<file path="src/rtl/fpm_pkg.sv">
// Shared constants, operand payload type and helpers for the FP multiplier slice.
package fpm_pkg;

    localparam int unsigned FP_W  = 32;
    localparam int unsigned EXP_W = 8;
    localparam int unsigned MAN_W = 23;
    localparam logic [EXP_W-1:0] EXP_MAX = 8'hFF;

    // Operand pair presented to the multiplier datapath
    typedef struct packed {
        logic [FP_W-1:0] a;
        logic [FP_W-1:0] b;
    } fpm_operands_t;

    // Ceiling log2 for elaboration-time width calculations
    function automatic int unsigned clog2(input int unsigned n);
        int unsigned r;
        r = 0;
        while ((32'd1 << r) < n) begin
            r++;
        end
        return r;
    endfunction

endpackage

</file>
<file path="src/rtl/fpm_rr_arbiter.sv">
// Round-robin arbiter: grants the first requester after the last winner.
module fpm_rr_arbiter
    import fpm_pkg::*;
#(
    parameter int unsigned N_REQ = 4,
    parameter int unsigned IDW   = 2
) (
    input  logic             clk,
    input  logic             rst_n,
    input  logic [N_REQ-1:0] req,
    input  logic             en,
    output logic [N_REQ-1:0] grant,
    output logic [IDW-1:0]   grant_idx,
    output logic             grant_any
);

    logic [IDW-1:0] ptr_q;
    logic [IDW-1:0] cand;

    // Scan requesters starting one past the pointer, wrapping at N_REQ-1
    always_comb begin
        grant     = '0;
        grant_idx = '0;
        grant_any = 1'b0;
        cand      = '0;
        if (en) begin
            for (int unsigned off = 1; off <= N_REQ; off++) begin
                cand = IDW'((32'(ptr_q) + off) % N_REQ);
                if (!grant_any && req[cand]) begin
                    grant[cand] = 1'b1;
                    grant_idx   = cand;
                    grant_any   = 1'b1;
                end
            end
        end
    end

    // Pointer follows the winner; idle cycles leave it untouched
    always_ff @(posedge clk or negedge rst_n) begin
        if (!rst_n) begin
            ptr_q <= IDW'(N_REQ - 1);
        end else if (grant_any) begin
            ptr_q <= grant_idx;
        end
    end

endmodule

</file>
<file path="src/rtl/fpm_issue_arbiter.sv">
// Shares one pipelined FP multiplier among N_REQ requesters, tagging each op with its ID.
module fpm_issue_arbiter
    import fpm_pkg::*;
#(
    parameter int unsigned N_REQ = 4,
    parameter int unsigned LAT   = 3,
    parameter int unsigned IDW   = 2
) (
    input  logic                    clk,
    input  logic                    rst_n,
    input  logic [N_REQ-1:0]        req_valid,
    input  logic [FP_W*N_REQ-1:0]   req_a,
    input  logic [FP_W*N_REQ-1:0]   req_b,
    output logic [N_REQ-1:0]        req_ready,
    input  logic                    flush,
    output logic                    mul_en,
    output logic [FP_W-1:0]         mul_a,
    output logic [FP_W-1:0]         mul_b,
    input  logic [FP_W-1:0]         mul_c,
    output logic                    rsp_valid,
    input  logic                    rsp_ready,
    output logic [IDW-1:0]          rsp_id,
    output logic [FP_W-1:0]         rsp_c,
    output logic [clog2(LAT+1):0]   inflight
);

    localparam int unsigned CNT_W = clog2(LAT + 1) + 1;

    logic             issue_en;
    logic             issue;
    logic             retire;
    logic [N_REQ-1:0] grant;
    logic [IDW-1:0]   grant_idx;
    fpm_operands_t    ops;

    logic [LAT-1:0]   vld_q;
    logic [IDW-1:0]   id_q [LAT];

    // Consumer backpressure freezes the whole multiplier pipe
    assign mul_en   = !(rsp_valid && !rsp_ready);
    // Reset and flush both suppress acceptance in the same cycle
    assign issue_en = rst_n && mul_en && !flush;
    assign retire   = rsp_valid && rsp_ready;

    fpm_rr_arbiter #(
        .N_REQ (N_REQ),
        .IDW   (IDW)
    ) u_rr (
        .clk       (clk),
        .rst_n     (rst_n),
        .req       (req_valid),
        .en        (issue_en),
        .grant     (grant),
        .grant_idx (grant_idx),
        .grant_any (issue)
    );

    assign req_ready = grant;

    // Operand mux driven by the one-hot grant; zero when nothing is granted
    always_comb begin
        ops = '0;
        for (int unsigned i = 0; i < N_REQ; i++) begin
            if (grant[i]) begin
                ops.a = req_a[FP_W*i +: FP_W];
                ops.b = req_b[FP_W*i +: FP_W];
            end
        end
    end

    assign mul_a = ops.a;
    assign mul_b = ops.b;

    // Tag pipe mirrors the multiplier stages; flush only clears valids, data is masked
    always_ff @(posedge clk or negedge rst_n) begin
        if (!rst_n) begin
            vld_q <= '0;
            for (int unsigned k = 0; k < LAT; k++) begin
                id_q[k] <= '0;
            end
        end else begin
            if (mul_en) begin
                id_q[0] <= grant_idx;
                for (int unsigned k = 1; k < LAT; k++) begin
                    id_q[k] <= id_q[k-1];
                end
            end
            if (flush) begin
                vld_q <= '0;
            end else if (mul_en) begin
                vld_q[0] <= issue;
                for (int unsigned k = 1; k < LAT; k++) begin
                    vld_q[k] <= vld_q[k-1];
                end
            end
        end
    end

    assign rsp_valid = vld_q[LAT-1];
    assign rsp_id    = id_q[LAT-1];
    assign rsp_c     = mul_c;

    // Occupancy: issue adds, handshake retires, flush empties
    always_ff @(posedge clk or negedge rst_n) begin
        if (!rst_n) begin
            inflight <= '0;
        end else if (flush) begin
            inflight <= '0;
        end else if (issue && !retire) begin
            inflight <= inflight + CNT_W'(1);
        end else if (!issue && retire) begin
            inflight <= inflight - CNT_W'(1);
        end
    end

endmodule
</file>
<file path="config.mk">
export PLATFORM = sky130hd
export DESIGN_NAME = fpm_issue_arbiter
export DESIGN_NICKNAME = d
export VERILOG_FILES = /design/src/rtl/fpm_pkg.sv /design/src/rtl/fpm_rr_arbiter.sv /design/src/rtl/fpm_issue_arbiter.sv
export SDC_FILE = /design/constraint.sdc
export NUM_CORES = 1
export LEC_CHECK = 0
export ABC_AREA = 1
export ABC_CLOCK_PERIOD_IN_PS = 3050
export BUFFER_PORTS_ARGS = -buffer_cell sky130_fd_sc_hd__buf_2
export CORE_AREA = 2 2 155 157
export CTS_BUF_LIST = sky130_fd_sc_hd__clkbuf_4 sky130_fd_sc_hd__clkbuf_8
export CTS_CLUSTER_SIZE = 14
export DETAILED_ROUTE_END_ITERATION = 16
export DIE_AREA = 0 0 157 159
export HOLD_SLACK_MARGIN = 0.12
export PLACE_DENSITY = 0.47
export RECOVER_POWER = 25
export SYNTH_ARGS = -nofsm -noshare
export SYNTH_HDL_FRONTEND = slang
export SYNTH_HIERARCHICAL = 1
export SYNTH_SLANG_ARGS = --single-unit
</file>
<file path="constraint.sdc">
create_clock -name clk -period 3.05 [get_ports clk]
set_input_delay 0.61 -clock clk [delete_from_list [all_inputs] [get_ports clk]]
set_output_delay 0.61 -clock clk [all_outputs]
set_load 0.1 [all_outputs]
</file>
# Yosys cells after proc, flatten, opt, wreduce, memory -nomap -nowiden
# Cells that the tools add are included.
[word_totals]
input_bits = 296
ram_bits = 0
word_cells = 92
latch_bits = 0
romBits = 0
mem_count = 0
reg_bits = 14
[classes]
div_mod_pow = 0
n_shift = 0
bitwise = 3
add_sub_neg = 6
order_cmp = 8
n_reduce_logical = 22
mux = 46
mul = 0
eq_ne = 1
[op_table]
columns = ["operator", "count"]
rows = [
  ["$mux W64", 4],
  ["$mux W4", 8],
  ["$mux W1", 16],
  ["$mux W3", 5],
  ["$logic_and A1 B1 Y1", 13],
  ["$lt A2 B3 Y1 const B", 4],
  ["$or A4 B4 Y4", 3],
  ["$mux W2", 5],
  ["$bmux W1 S2", 4],
  ["$demux W1 S2", 4],
  ["$ge A2 B1 Y1 const B", 4],
  ["$logic_not A1 Y1", 8],
  ["$add A2 B1 Y2 const B", 2],
  ["$add A2 B2 Y2 const B", 2],
  ["$add A3 B1 Y3 const B", 1],
  ["$reduce_bool A3 Y1", 1],
  ["$sub A3 B1 Y3 const B", 1],
  ["$ne A2 B2 Y1 const B", 1],
]

# Longest topological paths before layout
# Gate-level depths: netlist of the first run.
[logic_depth]
ltp_word = 23
depth_mapped = 19
mapped_depth_nobuf = 19

# Cells and area by module
# Netlist of the first run, hierarchy kept.
[modules_own_cells]
columns = ["mod", "cells_per_inst", "n_inst", "area_per_inst_um2"]
rows = [
  ["fpm_issue_arbiter", 662, 1, 3094.2],
  ["fpm_rr_arbiter", 101, 1, 611.8],
]

# Least setup slack after synthesis of the first run
# No wires, ideal clock.
[synth_path]
path_kind = "reg-to-output"
startpoint = "reg u_rr.ptr_q[0]"
endpoint = "out mul_b[10]"
required_ns = 2.440
t_arrival_ns = 3.727
n_path_buf = 2
stages_incl_launch_ff = 19
path_slack_ns = -1.287
cell_sequence = "dfstp_2 inv_2 ha_1 inv_1 nand2_4 nand2_4 nor2_4 buf_6 nand3_1 nand3_1 nand2_1 inv_1 inv_1 nor2_4 buf_6 nand2_1 nand2_1 nand2_1 nand2_1"
[synth_between]
elab_chain_cells = 21
[synth_lines]
columns = ["item", "line", "text"]
rows = [
  ["start, declared", "fpm_rr_arbiter.sv:17", "logic [IDW-1:0] ptr_q;"],
  ["start signal, assigned", "fpm_rr_arbiter.sv:41", "ptr_q <= IDW'(N_REQ - 1);"],
  ["start signal, assigned", "fpm_rr_arbiter.sv:43", "ptr_q <= grant_idx;"],
  ["parallel branches: the longest is 15 deep, another holds $lt A2 B3 Y1", "-", ""],
  ["$mux W4 *", "fpm_rr_arbiter.sv:29", "if (!grant_any && req[cand]) begin"],
  ["$mux W4 *", "fpm_rr_arbiter.sv:26", "if (en) begin"],
  ["net req_ready[0]", "fpm_issue_arbiter.sv:14", "output logic [N_REQ-1:0] req_ready,"],
  ["$mux W64 * (4 in a row)", "fpm_issue_arbiter.sv:64", "if (grant[i]) begin"],
  ["end, declared", "fpm_issue_arbiter.sv:18", "output logic [FP_W-1:0] mul_b,"],
]
# Mark *: on every way through the listed nets, which the timed path passes. The select of a mux whose other input is x is not followed.

# Worst setup path in the final report of the first run
[layout_path]
startpoint = "reg u_rr.ptr_q[0]"
endpoint = "out mul_b[19]"
[layout_between]
elab_chain_cells = 21
[layout_lines]
columns = ["item", "line"]
rows = [
  ["parallel branches: the longest is 15 deep, another holds $lt A2 B3 Y1", "-"],
  ["$mux W4 *", "fpm_rr_arbiter.sv:29"],
  ["$mux W4 *", "fpm_rr_arbiter.sv:26"],
  ["$mux W64 (3 in a row)", "fpm_issue_arbiter.sv:64"],
  ["$mux W64 *", "fpm_issue_arbiter.sv:64"],
]
# Mark *: on every way between the ends. The select of a mux whose other input is x is not followed.

==> results of run 1 <==
## registers in the layout, indices dropped and copies added (netlist names)
signal,flops
rsp_id,2
id_q,4
inflight,3
u_rr/ptr_q,2
vld_q,3
## stage by stage
| step | utilization, % | setup TNS [ns] |
|---|---|---|
| 5_1_grt | 40.8 | -36.99 |
| 2_1_floorplan | - | -32.82 |
| 3_3_place_gp | 34.8 | -8.89 |
| 3_5_place_dp | 34.8 | -10.89 |
| 6_report | 40.8 | -25.08 |
| 4_1_cts | 37.2 | -26.43 |
## placed cells by master, fill, tap and decap left out, types with 3 or more instances in the layout
master	count
nand2_2	86
nand3_1	16
nor2_1	62
clkbuf_16	6
inv_2	5
a21oi_2	18
nand2_8	64
buf_4	41
dfrtp_1	11
buf_2	268
nor2_4	26
buf_12	83
buf_6	13
nand4_1	6
nand2_4	39
buf_8	4
clkinvlp_4	4
clkbuf_8	4
diode_2	4
nand3_2	3
nor2_2	47
o21ai_0	3
clkbuf_1	4
buf_16	5
nand2_1	202
a21oi_1	51
inv_1	15
o21ai_1	3
ha_1	7
a21boi_0	4
## cells by family (layout without fill, tap and decap cells)
family                     Yosys count  count (layout)  synth area share [%]
buffers and inverters              104             457                  16.9
AOI/OAI and AO/OA                   82              82                  11.5
DFF                                 14              14                  9.52
other                                0               4                     0
adders and majority gates            9               9                  3.24
and+or+nand+nor                    554             554                  58.9
## layer usage
layer | vias to the layer above | global-route usage (%)
li1 | 3041 | -
met1 | 2739 | 18.4
met2 | 211 | 31.1
met3 | 12 | 2.34
met4 | 0 | 1.88
met5 | - | 0
## worst max path at each step
stage	startpoint	endpoint	slack, ns
detailed placement	u_rr/ptr_q[0]	mul_b[20]	-0.21
finish	u_rr/ptr_q[0]	mul_b[19]	-0.44
global route	u_rr/ptr_q[0]	mul_b[27]	-0.61
global placement	u_rr/ptr_q[0]	mul_b[26]	-0.20
CTS	u_rr/ptr_q[0]	mul_b[6]	-0.46
floorplan	u_rr/ptr_q[0]	mul_b[10]	-0.52
## power by group
part / total [mW] / internal, mW / switching, mW
registers: 0.291 / 0.254 / 0.0366
logic: 12.4 / 4.66 / 7.74
clock network: 0.183 / 0.114 / 0.0687
## synthesized netlist by cell type (6+ instances only)
| cell type | number |
|---|---|
| buf_4 | 42 |
| buf_6 | 7 |
| a21oi_1 | 70 |
| ha_1 | 8 |
| nand4_1 | 6 |
| buf_2 | 20 |
| nand3_1 | 18 |
| nand2_1 | 385 |
| clkbuf_1 | 7 |
| inv_1 | 22 |
| nor2_1 | 133 |
| dfrtp_1 | 12 |
## final cells by class
class                           count  share of cell area [%]
Antenna cell                        4                   0.106
Clock buffer                        4                   0.582
Inverter                           28                    1.38
Sequential cell                    14                    3.74
Timing Repair Buffer              425                    40.7
Multi-Input combinational cell    645                    49.2
Tap cell                          319                    4.22
## timing repair
action,4_1_cts,5_1_grt
cloned,5,8
hold buffers,0,0
gates resized for setup,79,166
pin swaps,19,49
endpoints found under the setup margin,67,69
setup buffers,14,11
## worst max-delay path, cell delays in order (launching register included)
cell,delay [ns]
dfstp_2,0.55
inv_4,0.04
ha_4,0.29
inv_4,0.04
nand2_4,0.07
nand2_4,0.07
nor2_4,0.14
nand4_1,0.11
nand3_1,0.11
nand2_2,0.07
clkinvlp_4,0.07
inv_2,0.04
nor2_4,0.11
buf_12,0.16
buf_12,0.14
buf_16,0.14
nand2_1,0.05
nand2_1,0.06
nand2_2,0.09
nand2_8,0.07
buf_12,0.17
==> summary.txt, run 1 <==
Placement
  – Final HPWL DP: roughly 17000 um
  – Worst slack, placed: -0.212 ns
  – Placed insts: between 1000 and 1500
  – Post-DP Area: between 8000 and 9000 um2
  – Buffers on Ports: 338
  – RePlAce Congestion: roughly 0.8

Clock network
  – CTS Buf Count: 3
  – Root Driver: clkbuf_8
  – TritonCTS clock tree: built
  – Clk_lat worst skew: between 0.2 and 0.3 ns
  – Clock Sinks: 14
  – H-tree depth: 1
  – Clock transition at path regs: roughly 0.06 ns
  – Clock tree buffer depth: 2

Logic synthesis
  – Part of the Yosys area used for sequential elements: 9.52%
  – Synthesized area: between 3000 and 4000 um2
  – Top cell type's share of synthesized area: around two fifths
  – Register bit total from synthesis: 14
  – Ys async rst share: between 90% and 100%
  – Synthesized instance count: between 700 and 800
  – Largest area contributor in the synthesized netlist: nand2_1
  – Synth area leaders: nand2_1, nor2_1, a21oi_1
  – Number of synthesized flops with an enable pin: 0
  – Syn. warnings: 6
  – Syn_area_per_cell: roughly 4.9 um2
  – Synth cell types: 25
  – Post-Syn Nets: 1068
  – Main synth FF type: dfrtp_1

GRT
  – Tot GR Track Use: about 16%
  – Antenna violations before repair: 4
  – Vias in the first global route: 5803
  – Remaining global-route overflow: 0
  – First-pass GRT wire length: ~32000 um
  – Largest net degree at the start of global routing: 37

Floorplan
  – IO Count: between 400 and 500
  – Die Area: around 25000 um2
  – Die X: 157 um
  – Initial core utilization: 16.0%
  – Die height: 159 um
  – Site row count: between 50 and 60
  – Total core area: roughly 23000 um2

Route
  – Wire length per cell: 15.5 um
  – Detailed Route Iter0 Violations: around 170
  – Drt first pass iters: 4
  – DRT Wirelength: 22400 um
  – Metal-1 WL: between 8000 and 9000 um
  – Routed Antenna Nets: 0
  – Routed met3 length: around 1500 um
  – # DRC: 0
  – Drt via density: roughly 4.2
  – Highest Signal Layer: met4
  – Met2 WL: 11800 um
  – Vias: around 6000

Timing
  – Clock skew: around 0.002 ns
  – RSZ-0062 raised after global routing: yes
  – Fin. max-slew vios: 0
  – Final setup violating endpoints: 67
  – PnR worst setup slack: -0.439 ns
  – Period utilisation layout: 114%
  – Max Freq: 287 MHz
  – Worst hold slack: 0.475 ns
  – Post-route minimum period: ~3.5 ns
  – Slew HR: a little under half
  – Worst-Margin Slew: between 0.7 and 0.8 ns
  – Hold Fails Final Rpt: 0

Worst setup path
  – Worst R2R Start: u_rr/ptr_q[0]
  – Type of origin of the critical path: flip-flop
  – RR Endpoint: inflight[2]
  – Required time of the critical path: 2.44 ns
  – Critical Path AT: ~2.9 ns
  – Reg2Reg Depth: 23
  – Reg2reg setup slack: 0.15 ns
  – Crit path capture type: output pin
  – Setup CP Type: reg2out
  – CP Max Fanout: 8

Cells and area
  – Layout Cells excl Fill: approximately 1400
  – Final Instance Area: ~9500 um2
  – Register area: 354 um2
  – Area of the multi-input gates: around 4700 um2
  – Area growth, synth to finish: 155%
  – Share of layout cells above drive strength 1: about two thirds
  – Nets: about 1400
  – Number of fill cells in the layout: roughly 2400

Power and ir drop
  – Total power: 12.9 mW
  – Cell Pwr Density: between 1000 and 1500 nW/um2
  – Pleak: approximately 4.5 nW
  – Peak VDD IR: around 0.87 mV

Hold path
  – WHS Endpoint: rsp_id[1]
  – Hold Crit Depth: 2
  – Hold_sp: id_q[3]
  – HP Class: reg2reg

Status
  – Failing checks: setup timing
  – Status: finished, violations left

Run
  – Maxcap violations: 0
Note: power is estimated with default switching activity, not from simulation.
==> run 2, diff against run 1 <==
ABC_CLOCK_PERIOD_IN_PS = 3500   (was 3050)
CORE_AREA = 2 2 157 159   (was 2 2 155 157)
DIE_AREA = 0 0 159 161   (was 0 0 157 159)
GPL_ROUTABILITY_DRIVEN = 0   (was not set)
PLACE_DENSITY = 0.45   (was 0.47)
clock period = 3.5 ns   (was 3.05 ns; I/O delays follow)
==> summary.txt, run 2 (synthesized netlist as in run 1, its figures left out) <==
Status
  – Status: finished, violations left (unchanged)
  – Failing checks: setup timing (unchanged)

Floorplan
  – Die Area: 25600 um2 (was 25000 um2)
  – Die height: 161 um (was 159 um)
  – Die X: 159 um (was 157 um)
  – Total core area: 24000 um2 (was 23200 um2)
  – Initial core utilization: 15.5% (was 16.0%)
  – IO Count: 403 (unchanged)
  – Site row count: 57 (was 56)

Worst setup path
  – Top delay family on crit path: buffers and inverters (was simple AND/OR/NAND/NOR gates)
  – Worst path slowest cell: dfstp_2 (unchanged)
  – Crit path cell chain: inv_4, ha_4, inv_4, nand2_4, buf_4, a21boi_0, a21oi_1, nand3_1, nand2_2, clkinvlp_4, buf_12, bufbuf_16, a21oi_1, nand2_4, nand2_4, nand2_8, buf_12 (was inv_4, ha_4, inv_4, nand2_4, nand2_4, nor2_4, nand4_1, nand3_1, nand2_2, clkinvlp_4, inv_2, nor2_4, buf_12, buf_12, buf_16, nand2_1, nand2_1, nand2_2, nand2_8, buf_12)
  – Setup CP Type: reg2out (unchanged)
  – Worst path bufs/invs: 7 (was 8)
  – Crit path capture type: output pin (unchanged)
  – Crit-path max cell delay: 0.56 ns (was 0.55 ns)
  – Cell mode on critical path: nand2_4 (was buf_12)
  – CP Max Fanout: 18 (was 8)
  – Type of origin of the critical path: flip-flop (unchanged)
  – Critical Path AT: 2.98 ns (was 2.88 ns)
  – Required time of the critical path: 2.80 ns (was 2.44 ns)

Hold path
  – HP Class: reg2reg (unchanged)

Timing
  – RSZ-0062 raised after global routing: yes (unchanged)
  – Post-route minimum period: between 3 and 4 ns
  – Slew HR: 46.7% (was 47.3%)
  – Worst-Margin Slew: 0.800 ns (was 0.790 ns)
  – PnR worst setup slack: -0.180 ns (was -0.439 ns)
  – Period utilisation layout: 105%
  – Fin. max-slew vios: 0 (unchanged)
  – Hold Fails Final Rpt: 0 (unchanged)
  – Max Freq: 272 MHz
  – Clock skew: 0.000642 ns (was 0.00201 ns)
  – Final setup violating endpoints: 64 (was 67)

Power and ir drop
  – Cell Pwr Density: 1180 nW/um2 (was 1360 nW/um2)
  – Total power: 11.4 mW (was 12.9 mW)
  – Pleak: 4.68 nW (was 4.53 nW)
  – Peak VDD IR: 0.647 mV (was 0.866 mV)

Clock network
  – TritonCTS clock tree: built (unchanged)
  – CTS Buf Count: 3 (unchanged)
  – Clock tree buffer depth: 2 (unchanged)
  – Clock transition at path regs: 0.06 ns (about the same)
  – Root Driver: clkbuf_8 (unchanged)
  – Clk_lat worst skew: 0.24 ns (was 0.25 ns)
  – Clock Sinks: 14 (unchanged)
  – H-tree depth: 1 (unchanged)

Cells and area
  – Area growth, synth to finish: 161% (was 155%)
  – Commonest cells after routing, fill and taps aside: buf_2, nand2_1, nand2_4 (was buf_2, nand2_1, nand2_2)
  – Largest register FFs: 4 (unchanged)
  – Share of layout cells above drive strength 1: 65.7% (was 65.1%)
  – Top flop regs: id_q: 4 flops, inflight: 3 flops, vld_q: 3 flops (unchanged)
  – Final Instance Area: 9660 um2 (was 9460 um2)
  – Core Util, Final: 40.3% (was 40.8%)
  – Commonest non-fill, non-tap cell in the layout: buf_2 (unchanged)
  – Reg with most FFs: id_q (unchanged)
  – Nets: 1395 (was 1422)

Route
  – DRT Wirelength: 23600 um (was 22400 um)
  – Wire length per cell: 16.7 um (was 15.5 um)
  – Detailed Route Iter0 Violations: 225 (was 173)
  – Drt first pass iters: 4 (unchanged)
  – Routed Antenna Nets: 0 (unchanged)
  – Drt via density: 4.28 (was 4.17)
  – Vias: 6053 (was 6003)
  – # DRC: 0 (unchanged)

GRT
  – Tot GR Track Use: 16.3% (was 15.9%)
  – Largest net degree at the start of global routing: 30 (was 37)
  – First-pass GRT wire length: 33400 um (was 31800 um)
  – Vias in the first global route: 5850 (was 5803)
  – Antenna violations before repair: 2 (was 4)
  – Remaining global-route overflow: 0 (unchanged)

Placement
  – Post-DP Area: 7870 um2 (was 8070 um2)
  – Buffers on Ports: 338 (unchanged)
  – Final HPWL DP: 16000 um (was 16500 um)
  – Worst slack, placed: -0.00725 ns (was -0.212 ns)

Run
  – Maxcap violations: 0 (unchanged)
==> run 2: final timing paths <==
path,start,endpoint,slack [ns],depth (start not counted)
worst max-delay path,u_rr/ptr_q[0],mul_b[21],-0.18,17
worst min-delay path,id_q[5],id_q[3],0.47,2
worst max register to register,u_rr/ptr_q[0],inflight[2],0.61,22
worst min register to register,id_q[5],id_q[3],0.47,2
max in group asynchronous,rst_n,vld_q[2],2.33,2
min in group asynchronous,rst_n,inflight[0],0.62,2
==> run 2: timing repair <==
| item | CTS | global route |
|---|---|---|
| hold buffers | 0 | 0 |
| cloned | 11 | 5 |
| endpoints found under the setup margin | 64 | 64 |
| pin swaps | 8 | 95 |
| resized for setup | 35 | 288 |
| setup buffers | 17 | 4 |
==> run 2: metal layers <==
metal  up-vias  global-route usage, %  share of wire (%)
met4         2                   1.86                1.1
met1      2822                   20.0                 40
met2       231                   30.7                 53
met5         -                      0              0.055
li1       2976                      -                  -
met3        22                   2.85                5.7
==> run 2: stage by stage <==
stage | TNS, ns | hold slack, ns | std cells
global placement | 0 | 0.463 | 1375
finish | -8.11 | 0.474 | 1414
detailed placement | -0.00725 | 0.454 | 1375
global route | -18.55 | 0.510 | 1414
CTS | -8.25 | 0.404 | 1407
floorplan | -9.77 | 0.404 | 763
==> run 2: area by class of cell <==
| class | count | area (um2) |
|---|---|---|
| inverter | 28 | 140 |
| multi-input combinational | 645 | 5030 |
| clock buffer | 4 | 55.1 |
| tap | 324 | 405 |
| timing repair buffer | 398 | 3670 |
| antenna | 1 | 2.50 |
| sequential | 14 | 354 |
| fill | 2479 | 14300 |
==> run 2: power by group <==
part	internal, mW	total [mW]	switching [mW]
Sequential	0.222	0.254	0.0326
Combinational	4.07	11.0	6.95
Clock	0.0996	0.157	0.0578
==> run 2: worst reg2reg max path: cells and delay by family, from the launching register on <==
family                     cells  cell delay, ns
and+or+nand+nor               11            0.79
DFF                            1            0.56
adders and majority gates      2            0.72
AOI/OAI and AO/OA              1            0.07
buffers and inverters          8            0.68
